==> src/rtl/reorder_buffer.sv <==
// reorder_buffer: in-order retirement buffer with CDB completion, operand lookup and flush.
module reorder_buffer #(
   parameter int ROB_DEPTH = 8,
   parameter int DATA_WIDTH = 32,
   localparam int TW = $clog2(ROB_DEPTH)
) (
   input  logic                  clk,
   input  logic                  rst_n,
   input  logic                  dispatch_valid,
   output logic                  dispatch_ready,
   input  logic [31:0]           dispatch_inst,
   input  logic [31:0]           dispatch_pc,
   input  logic [4:0]            dispatch_rd,
   output logic [TW-1:0]         dispatch_tag,
   input  logic                  cdb_valid,
   input  logic [TW-1:0]         cdb_tag,
   input  logic [DATA_WIDTH-1:0] cdb_data,
   input  logic [TW-1:0]         q1_tag,
   input  logic [TW-1:0]         q2_tag,
   output logic                  q1_ready,
   output logic                  q2_ready,
   output logic [DATA_WIDTH-1:0] q1_data,
   output logic [DATA_WIDTH-1:0] q2_data,
   output logic                  commit_valid,
   output logic [TW-1:0]         commit_tag,
   output logic [4:0]            commit_rd,
   output logic [DATA_WIDTH-1:0] commit_data,
   output logic [31:0]           commit_pc,
   output logic [31:0]           commit_inst,
   input  logic                  flush,
   output logic [TW:0]           count
);
   logic                  r_busy  [ROB_DEPTH];
   logic                  r_ready [ROB_DEPTH];
   logic [31:0]           r_inst  [ROB_DEPTH];
   logic [31:0]           r_pc    [ROB_DEPTH];
   logic [4:0]            r_rd    [ROB_DEPTH];
   logic [DATA_WIDTH-1:0] r_data  [ROB_DEPTH];
   logic [TW:0]           r_head, r_tail;
   logic [TW-1:0]         w_hidx, w_tidx;
   logic                  w_full, w_q1_hit, w_q2_hit;

   assign w_hidx = r_head[TW-1:0];
   assign w_tidx = r_tail[TW-1:0];
   assign w_full = (w_hidx == w_tidx) && (r_head[TW] != r_tail[TW]);
   assign dispatch_ready = !w_full;
   assign dispatch_tag = w_tidx;
   assign count = r_tail - r_head;
   assign commit_valid = r_busy[w_hidx] && r_ready[w_hidx] && !flush;
   assign commit_tag = w_hidx;
   assign commit_rd = r_rd[w_hidx];
   assign commit_data = r_data[w_hidx];
   assign commit_pc = r_pc[w_hidx];
   assign commit_inst = r_inst[w_hidx];

   // a same-cycle broadcast forwards to the lookup before it lands in the entry
   assign w_q1_hit = cdb_valid && (cdb_tag == q1_tag) && r_busy[q1_tag];
   assign w_q2_hit = cdb_valid && (cdb_tag == q2_tag) && r_busy[q2_tag];
   assign q1_ready = r_busy[q1_tag] && (w_q1_hit || r_ready[q1_tag]);
   assign q2_ready = r_busy[q2_tag] && (w_q2_hit || r_ready[q2_tag]);
   assign q1_data = !r_busy[q1_tag] ? '0 : w_q1_hit ? cdb_data : r_data[q1_tag];
   assign q2_data = !r_busy[q2_tag] ? '0 : w_q2_hit ? cdb_data : r_data[q2_tag];

   always_ff @(posedge clk) begin
      if (!rst_n) begin
         r_head <= '0;
         r_tail <= '0;
         for (int i = 0; i < ROB_DEPTH; i++) begin
            r_busy[i] <= 1'b0;
            r_ready[i] <= 1'b0;
            r_data[i] <= '0;
         end
      end else if (flush) begin
         r_head <= '0;
         r_tail <= '0;
         for (int i = 0; i < ROB_DEPTH; i++) begin
            r_busy[i] <= 1'b0;
            r_ready[i] <= 1'b0;
         end
      end else begin
         if (dispatch_valid && !w_full) begin
            r_busy[w_tidx] <= 1'b1;
            r_ready[w_tidx] <= 1'b0;
            r_inst[w_tidx] <= dispatch_inst;
            r_pc[w_tidx] <= dispatch_pc;
            r_rd[w_tidx] <= dispatch_rd;
            r_tail <= r_tail + 1'b1;
         end
         if (cdb_valid && r_busy[cdb_tag]) begin
            r_ready[cdb_tag] <= 1'b1;
            r_data[cdb_tag] <= cdb_data;
         end
         // retirement is ordered last so it wins over a repeat broadcast to the head
         if (commit_valid) begin
            r_busy[w_hidx] <= 1'b0;
            r_ready[w_hidx] <= 1'b0;
            r_head <= r_head + 1'b1;
         end
      end
   end
endmodule

==> config.mk <==
export PLATFORM = sky130hd
export DESIGN_NAME = reorder_buffer
export DESIGN_NICKNAME = d
export VERILOG_FILES = /design/src/rtl/reorder_buffer.sv
export SDC_FILE = /design/constraint.sdc
export NUM_CORES = 1
export LEC_CHECK = 0
export BUFFER_PORTS_ARGS = -buffer_cell sky130_fd_sc_hd__buf_2
export CAP_MARGIN = 20
export CORE_MARGIN = 3
export CORE_UTILIZATION = 42
export CTS_CLUSTER_SIZE = 40
export DETAILED_ROUTE_END_ITERATION = 6
export PLACE_DENSITY = 0.55
export SLEW_MARGIN = 0
export SYNTH_ARGS = -nofsm -noshare
export SYNTH_HDL_FRONTEND = slang
export SYNTH_SLANG_ARGS = --single-unit
==> constraint.sdc <==
create_clock -name clk -period 11.9 [get_ports clk]
set_input_delay 1.785 -clock clk [delete_from_list [all_inputs] [get_ports clk]]
set_output_delay 1.785 -clock clk [all_outputs]
set_load 0.1 [all_outputs]
==> results, run 1 <==
- The cell area that synthesis handed to floorplanning was 0.0382 mm^2.
- The run finished with clean final reports.
- The count of nets after finishing is 2436.
- The proportion of register bits with asynchronous set or reset after synthesis is 0.
- Setup repair after global routing left no endpoint under its margin.
- After floorplanning, the core was divided into 110 placement rows.
- The core region area is 0.0901 mm^2.
- The number of input and output port buffers inserted is 293.
- Of the synthesized area, sequential elements account for 0.649.
- The register cell area after layout is 0.0248 mm^2.
- The register bit count reported by yosys is 835.
- For this run, the detailed router's first-pass iteration total came to 7.
- The number of levels the H-tree was split into is 3.
- The CTS clock-pin slew for the worst setup and hold paths is 60 ps.
- The maximum operating frequency is 149 MHz.
- In the layout the commonest cells are sky130_fd_sc_hd__edfxtp_1 (808), sky130_fd_sc_hd__mux4_2 (340), sky130_fd_sc_hd__buf_2 (291).
- Setup violations remaining at the end of the flow were counted as 0.
- Setup total negative slack on the finished layout was measured at 0 ps.
- The tool flagged a number of max-cap violations equal to 0.
- The time the final worst path needs with I/O delays and setup is 6710 ps.
- The maximum fanout count along the critical path is 40.
- For this run, the leading register cell type out of synthesis is sky130_fd_sc_hd__edfxtp_1.
- The critical path in this run is classified as in2out.
- The headroom to the max-slew limit is 0.260.
- The worst hold slack is 514 ps.
- Counting along the longest clock path gives a buffer depth of 3.
- The total I/O pin count is 294.
- The category of the worst setup path capture point is an output port.
- The maximum resistive drop on vdd is 0.130 mV.
- The path class of the lowest-slack min-delay path is reg2reg.
- The first global-routing pass estimated 148 mm of wire.
- The area growth from synthesis to layout is 15.4%.
- The post-CTS resize count is 0.
- The average routed wire per standard cell is 28.1 um.
- The cell chosen for the clock root is sky130_fd_sc_hd__clkbuf_16.
- The average instance in the mapped netlist occupies 18.7 um^2.
- The number of nets handed over by synthesis was 2162.
- The required time of the critical path is 10120 ps.
- In this run, the number of DRC markers left after iteration 0 of detailed routing was 1526.
- The total of fill cells in the finished design is 7488.
- In the final layout, the multi-input gates occupy 0.0128 mm^2.
- The total overflow left after global routing is 0.
- The share of the cycle needed by the critical path after routing is 0.563.
- For this design, the CTS-stage hold fixing added 0 buffers.
- The worst hold path passes through 2 cells.
- The transition time of the tightest slew-check pin is 1110 ps.
- The final RePlAce weighted congestion is 0.777.
- For this design the ratio of total power to cell area is 148 mW/mm^2.
- The number of nets with antenna violations after detailed routing is 0.
- The clock drives 835 sinks.
- The die covers 0.0947 mm^2.
- Counting every instance in the synthesized netlist gives 2041.
- For the worst flop-to-flop path, the logic depth is 8.
- Synthesis instantiated 43 different standard cells from the library.
- The via count of the first global-routing pass came to 22.2k.
- The library cell used most frequently in the layout, excluding fill and tap cells, is sky130_fd_sc_hd__edfxtp_1.
- The final max-slew violation count was 0.
- Post-CTS timing repair inserted 0 buffers for setup.
- The sum of net half-perimeters after detailed placement is 56.6 mm.
- At the later pin of the worst-skew pair, clock insertion delay measures 660 ps.
- Using the TritonRoute via totals, the vias-per-cell ratio works out to 5.76.
- The number of buffers created by CTS is 92.
- The cell leakage power is 14.9 nW.
- The worst setup path is launched from an input port.
- The clock tree from TritonCTS is done.
- Summed over all layers, the routed wires come to 101 mm.
- The remaining design rule violation count is 0.
- Across all layers, the routed design uses 20.6k vias.
- Yosys printed 0 warnings.
- From bottom edge to top edge, the die measures 308 um.
- The initial antenna violation count came to 15.
- The worst path arrival time is 4920 ps.
- The final number of hold-violating endpoints is 0.
- The worst clock skew on the final layout is 35.7 ps.
- Entering global routing, the biggest net connects 121 pins.
- For this run, the total global-route usage over all layers was measured as 0.213.
- The chip width is 308 um.
- The number of enable flip-flop cells after synthesis is 808.
- In the final layout, the share of cells above drive strength 1 is 0.398.
- The initial utilization of the core area, before any placement, comes to 0.424.
worst max-delay path: stages:
cell and delay, ps:
sky130_fd_sc_hd__buf_4 520, sky130_fd_sc_hd__buf_4 830, sky130_fd_sc_hd__mux4_2 630, sky130_fd_sc_hd__mux2i_4 140, sky130_fd_sc_hd__buf_4 460, sky130_fd_sc_hd__a211oi_1 110
sky130_fd_sc_hd__buf_2 340
state kept, by name, summed over array words and instances (netlist names), named ones only:
register  flops
r_rd         40
r_data      256
r_tail        4
r_ready       8
r_busy        8
r_head        4
r_pc        256
r_inst      256
power by group:
part | internal (mW) | total (mW) | switching [mW]
clock | 1.65 | 2.84 | 1.19
sequential | 3.26 | 3.28 | 0.0234
combinational | 0.125 | 0.395 | 0.271
total | 5.04 | 6.52 | 1.48
logic make-up after synthesis:
logic type / synth area share
adders and majority gates: 0.00216
xor gates and xnor gates: 0.00298
AOI/OAI and AO/OA: 0.0189
buffers and inverters: 0.0197
and+or+nand+nor: 0.0588
DFF: 0.649
muxes: 0.248
cell usage after synthesis (2+ instances only):
library cell               count  share of area
sky130_fd_sc_hd__edfxtp_1    808           0.63
sky130_fd_sc_hd__mux4_2      340           0.20
sky130_fd_sc_hd__and2_1      256          0.042
sky130_fd_sc_hd__mux2_2      102          0.030
sky130_fd_sc_hd__clkbuf_1     93         0.0091
sky130_fd_sc_hd__nor2_1       82         0.0081
sky130_fd_sc_hd__mux2i_1      69          0.018
sky130_fd_sc_hd__a211oi_1     64          0.013
sky130_fd_sc_hd__buf_2        43         0.0056
sky130_fd_sc_hd__dfxtp_1      27          0.014
sky130_fd_sc_hd__buf_1        20         0.0020
sky130_fd_sc_hd__inv_1        14         0.0014
sky130_fd_sc_hd__nand2_1      13         0.0013
sky130_fd_sc_hd__xnor2_1      12         0.0028
sky130_fd_sc_hd__a31oi_1      11         0.0018
sky130_fd_sc_hd__a21oi_1      10         0.0013
sky130_fd_sc_hd__and3_1        9         0.0015
sky130_fd_sc_hd__nand2b_1      9         0.0015
sky130_fd_sc_hd__buf_4         8         0.0016
sky130_fd_sc_hd__a221oi_1      5         0.0011
sky130_fd_sc_hd__ha_1          5         0.0016
sky130_fd_sc_hd__nor3_1        5        0.00065
sky130_fd_sc_hd__or2_2         4        0.00065
sky130_fd_sc_hd__nand3_1       3        0.00039
sky130_fd_sc_hd__or3_1         3        0.00049
sky130_fd_sc_hd__and4_1        2        0.00046
sky130_fd_sc_hd__nand4_1       2        0.00033
sky130_fd_sc_hd__nor2_2        2        0.00033
sky130_fd_sc_hd__nor2b_1       2        0.00033
sky130_fd_sc_hd__o211ai_1      2        0.00039
sky130_fd_sc_hd__o21ai_0       2        0.00026
sky130_fd_sc_hd__o31ai_1       2        0.00039
sky130_fd_sc_hd__or4_1         2        0.00039
through the flow:
step | setup WS (ps) | utilization | instance area (um^2) | instances | power (mW)
after global routing | 4960 | 0.489 | 44100 | 3568 | 6.74
after floorplan | 2510 | - | 38200 | 2041 | 3.60
after CTS | 5100 | 0.489 | 44000 | 3562 | 6.60
final | 5190 | 0.489 | 44100 | 3573 | 6.52
after global placement | 5170 | 0.454 | 41000 | 3396 | 3.74
after detailed placement | 5120 | 0.454 | 41000 | 3396 | 3.74
final cells by class:
type / instances / share of cell area
Antenna cell: 10 / 0.000568
Clock buffer: 109 / 0.0561
Clock inverter: 57 / 0.0139
Inverter: 14 / 0.00119
Multi-Input combinational cell: 1028 / 0.289
Sequential cell: 835 / 0.563
Tap cell: 1176 / 0.0334
Timing Repair Buffer: 344 / 0.0428
worst paths after layout:
kind                            slack [ps]             to  startpoint
worst max-delay path                  5190    q2_data[29]   q2_tag[0]
worst min-delay path                   510      r_head[3]   r_head[3]
worst max register to register        8220  r_inst[7][20]   r_tail[0]
worst min register to register         510      r_head[3]   r_head[3]
layer usage:
| layer | vias up | share of wire | GRT usage |
|---|---|---|---|
| li1 | 8880 | - | - |
| met1 | 10900 | 0.39 | 0.260 |
| met2 | 653 | 0.52 | 0.376 |
| met3 | 166 | 0.068 | 0.0521 |
| met4 | 10 | 0.024 | 0.0665 |
| met5 | - | 0.00056 | 0 |
Power figures use the tool's default switching activity.
==> inputs of run 2 (changes only) <==
Settings changed: PLACE_DENSITY 0.55 to 0.57.
Clock period 11.9 ns to 5.55 ns, I/O delays scaled along.
==> results, run 2 (synthesis gave the netlist of run 1 again) <==
- The length in cells of the worst reg-to-reg path is 8 (unchanged).
- The sum of net half-perimeters after detailed placement is 57.0 mm (+0.70%).
- The headroom to the max-slew limit was 0.293 (+0.0323).
- The critical path buffer and inverter count came to 3 (-1).
- Setup repair after global routing left no endpoint under its margin.
- The core region area is 0.0901 mm^2 (unchanged).
- The library cells used most frequently in the layout, excluding fill and tap cells, are sky130_fd_sc_hd__edfxtp_1 (808), sky130_fd_sc_hd__mux4_2 (340), sky130_fd_sc_hd__buf_2 (291).
- In this run the critical register-to-register path is launched from r_tail[0].
- The total of max-cap violations is 0 (unchanged).
- Of the available clock period, the critical path in the final layout requires 0.787.
- The count of nets after finishing is 2439 (+0.12%).
- The total setup buffers inserted after CTS was 0 (unchanged).
- The utilization after layout is 0.491 (+0.00157).
- By startpoint and endpoint, the worst setup path is classified as in2out.
- The largest registers in the layout are r_data (256), r_inst (256), r_pc (256).
- The remaining design rule violation count is 0 (unchanged).
- The power share of the sequential group was 0.501 (-0.003).
- The post-CTS resize count is 0 (unchanged).
- The maximum resistive drop on vdd is 0.258 mV (+99%).
- The switching share of power is 0.220 (-0.00691).
- The violation count after the first detailed-routing iteration is 1579 (+3.5%).
- The detailed-routing wirelength on met1 is 39.5 mm (+1.1%).
- The starting density of the core is 0.424 (unchanged).
- The worst path arrival time is 3540 ps (-1380 ps).
- The number of levels the H-tree was split into was 3 (unchanged).
- The global-route total usage across every layer is 0.212 (-0.00164).
- The internal power component is 11.0 mW (+120%).
- The power per cell area is 318 mW/mm^2 (+110%).
- The source-to-sink clock delay at the later pin of the worst-skew pair is 640 ps (-20 ps).
- The highest layer touched by signal routing is met5.
- The hold path startpoint is dispatch_pc[25].
- The final RePlAce weighted congestion came to 0.771 (-0.79%).
- The path class of the lowest-slack min-delay path is in2reg.
- The register-to-register setup slack is 1860 ps (-6360 ps).
- The chip width is 308 um (unchanged).
- TritonCTS built the clock tree.
- Leaving out fill and tap cells, the most frequent cell in the layout is sky130_fd_sc_hd__edfxtp_1.
- The number of buffers created by CTS is 90 (-2.2%).
- The worst hold path terminates at r_pc[2][25].
- The via count of the first global-routing pass is 22.0k (-0.75%).
- In this run the critical register-to-register path is captured at r_inst[0][15].
- The average routed wire per standard cell is 27.8 um (-1.1%).
- The final number of hold-violating endpoints is 0 (unchanged).
- The final max-slew violation count was 0 (unchanged).
- STA classifies the critical path endpoint as an output port.
- The maximum fanout count along the critical path is 30 (-25%).
- The met2 routed wirelength was 50.8 mm (-2.6%).
- In this design, the largest share of critical-path delay is due to multiplexers.
- Static timing analysis puts the maximum clock frequency at 229 MHz.
- The setup-violating endpoint count in the final report is 0 (unchanged).
- The CTS clock-pin slew for the worst setup and hold paths is 60 ps (about the same).
- The total I/O pin count is 294 (unchanged).
- The number of nets with antenna violations after detailed routing is 0 (unchanged).
- Among all stages on the critical path, the largest delay is contributed by sky130_fd_sc_hd__mux2i_4.
- The fraction of layout cells with a size suffix above 1 is 0.399 (+0.00109).
- The height of the chip is 308 um (unchanged).
- The number of cells on the worst hold path was 1 (-1).
- The required time of the critical path is 4720 ps (-5400 ps).
- The via count is 20.6k (+0.097%).
- The post-cts hold buffer count was 0 (unchanged).
- In this design, the critical path's most frequently occurring cell is sky130_fd_sc_hd__buf_4.
- The net switching power came to 3.09 mW (+110%).
- The cell leakage power is 14.9 nW (+0.43%).
- The global-route wire length before repair came to 147 mm (-0.29%).
- In this run the clock root is driven by a sky130_fd_sc_hd__clkbuf_16.
- The time the final worst path needs with I/O delays and setup is 4370 ps.
- The worst hold slack is 456 ps (-58.6 ps).
- The detailed-route wire length is 99.6 mm (-0.97%).
- The met3 wirelength from detailed routing is 7.57 mm (+10%).
- The initial antenna violation count is 15 (unchanged).
- The number of detailed-routing iterations run before antenna repair was 5 (-2).
- The kind of launch point of the worst setup path is an input port.
- The flow ran to the end, and the final reports show no timing, DRC or antenna violations.
- The part of the total power dissipated in the clock network is 0.439 (+0.004).
- Walking the worst path, the cells encountered are buf_4, mux4_2, mux2i_4, buf_4, a211oi_1, buf_2.
- The maximum clock insertion buffer count came to 3 (unchanged).
- The maximum number of pins on one net before global-route repair came to 125 (+3.3%).
- The share of power burned in combinational logic is 0.060 (about the same).
- The row count was 110 (unchanged).
- The number of input and output port buffers inserted came to 293 (unchanged).
- The longest individual stage delay on the worst path was 740 ps (-90 ps).
- The die area is 0.0947 mm^2 (unchanged).
- The detail-routed via count per cell was 5.75 (about the same).
- The area growth from synthesis to layout is 15.7%.
- The transition time of the tightest slew-check pin came to 1060 ps (-48.4 ps).
- The worst clock skew on the final layout is 26.8 ps (-8.91 ps).
- The number of clock sinks seen by CTS was 835 (unchanged).
- The residual overflow from global routing is 0 (unchanged).
[run 2: cell types whose count changed in the layout (fill, tap and decap cells not counted), sizes merged]
cell | previous run | this run
inv | 16 | 18
clkinv | 41 | 33
diode | 10 | 9
clkbuf | 109 | 110
buf | 344 | 349
bufinv | 7 | 13
[run 2: metal layers]
metal	vias to the layer above	GRT usage
met5	-	0
met4	14	0.0491
met3	118	0.0554
met2	669	0.363
met1	10900	0.272
li1	8909	-
[run 2: worst max path at each step]
| stage | from | endpoint | slack, ps | cells after the start |
|---|---|---|---|---|
| global route | q1_tag[0] | q1_data[28] | 1050 | 6 |
| floorplan | r_tail[0] | r_inst[4][0] | -9 | 5 |
| CTS | q1_tag[0] | q1_data[27] | 1120 | 6 |
| finish | q1_tag[0] | q1_data[30] | 1180 | 6 |
| detailed placement | q1_tag[0] | q1_data[25] | 1130 | 6 |
| global placement | q1_tag[0] | q1_data[29] | 1200 | 6 |
[run 2: power by group through the flow]
stage	clock network, mW	registers, mW	logic [mW]
floorplan	0	7.16	0.562
global route	6.59	7.05	0.895
CTS	6.33	7.04	0.855
global placement	0	7.17	0.844
detailed placement	0	7.17	0.853
finish	6.16	7.04	0.845
[run 2: cell type report]
type                            count  area (um^2)
Tap cell                         1176         1470
Antenna cell                        9         22.5
Clock buffer                      110         2390
Multi-Input combinational cell   1028        12800
Timing Repair Buffer              349         2030
Clock inverter                     57          667
Fill cell                        7352        45900
Inverter                           14         52.6
Sequential cell                   835        24800
[run 2: metrics by stage]
step / power (mW) / area, um^2 / TNS [ps] / std cells / setup WS (ps)
floorplan: 7.72 / 38200 / -645 / 2041 / -9.35
global placement: 8.01 / 41200 / 0 / 3402 / 1200
detailed placement: 8.03 / 41200 / 0 / 3402 / 1130
CTS: 14.2 / 44200 / 0 / 3569 / 1120
global route: 14.5 / 44200 / 0 / 3569 / 1050
finish: 14.0 / 44200 / 0 / 3578 / 1180
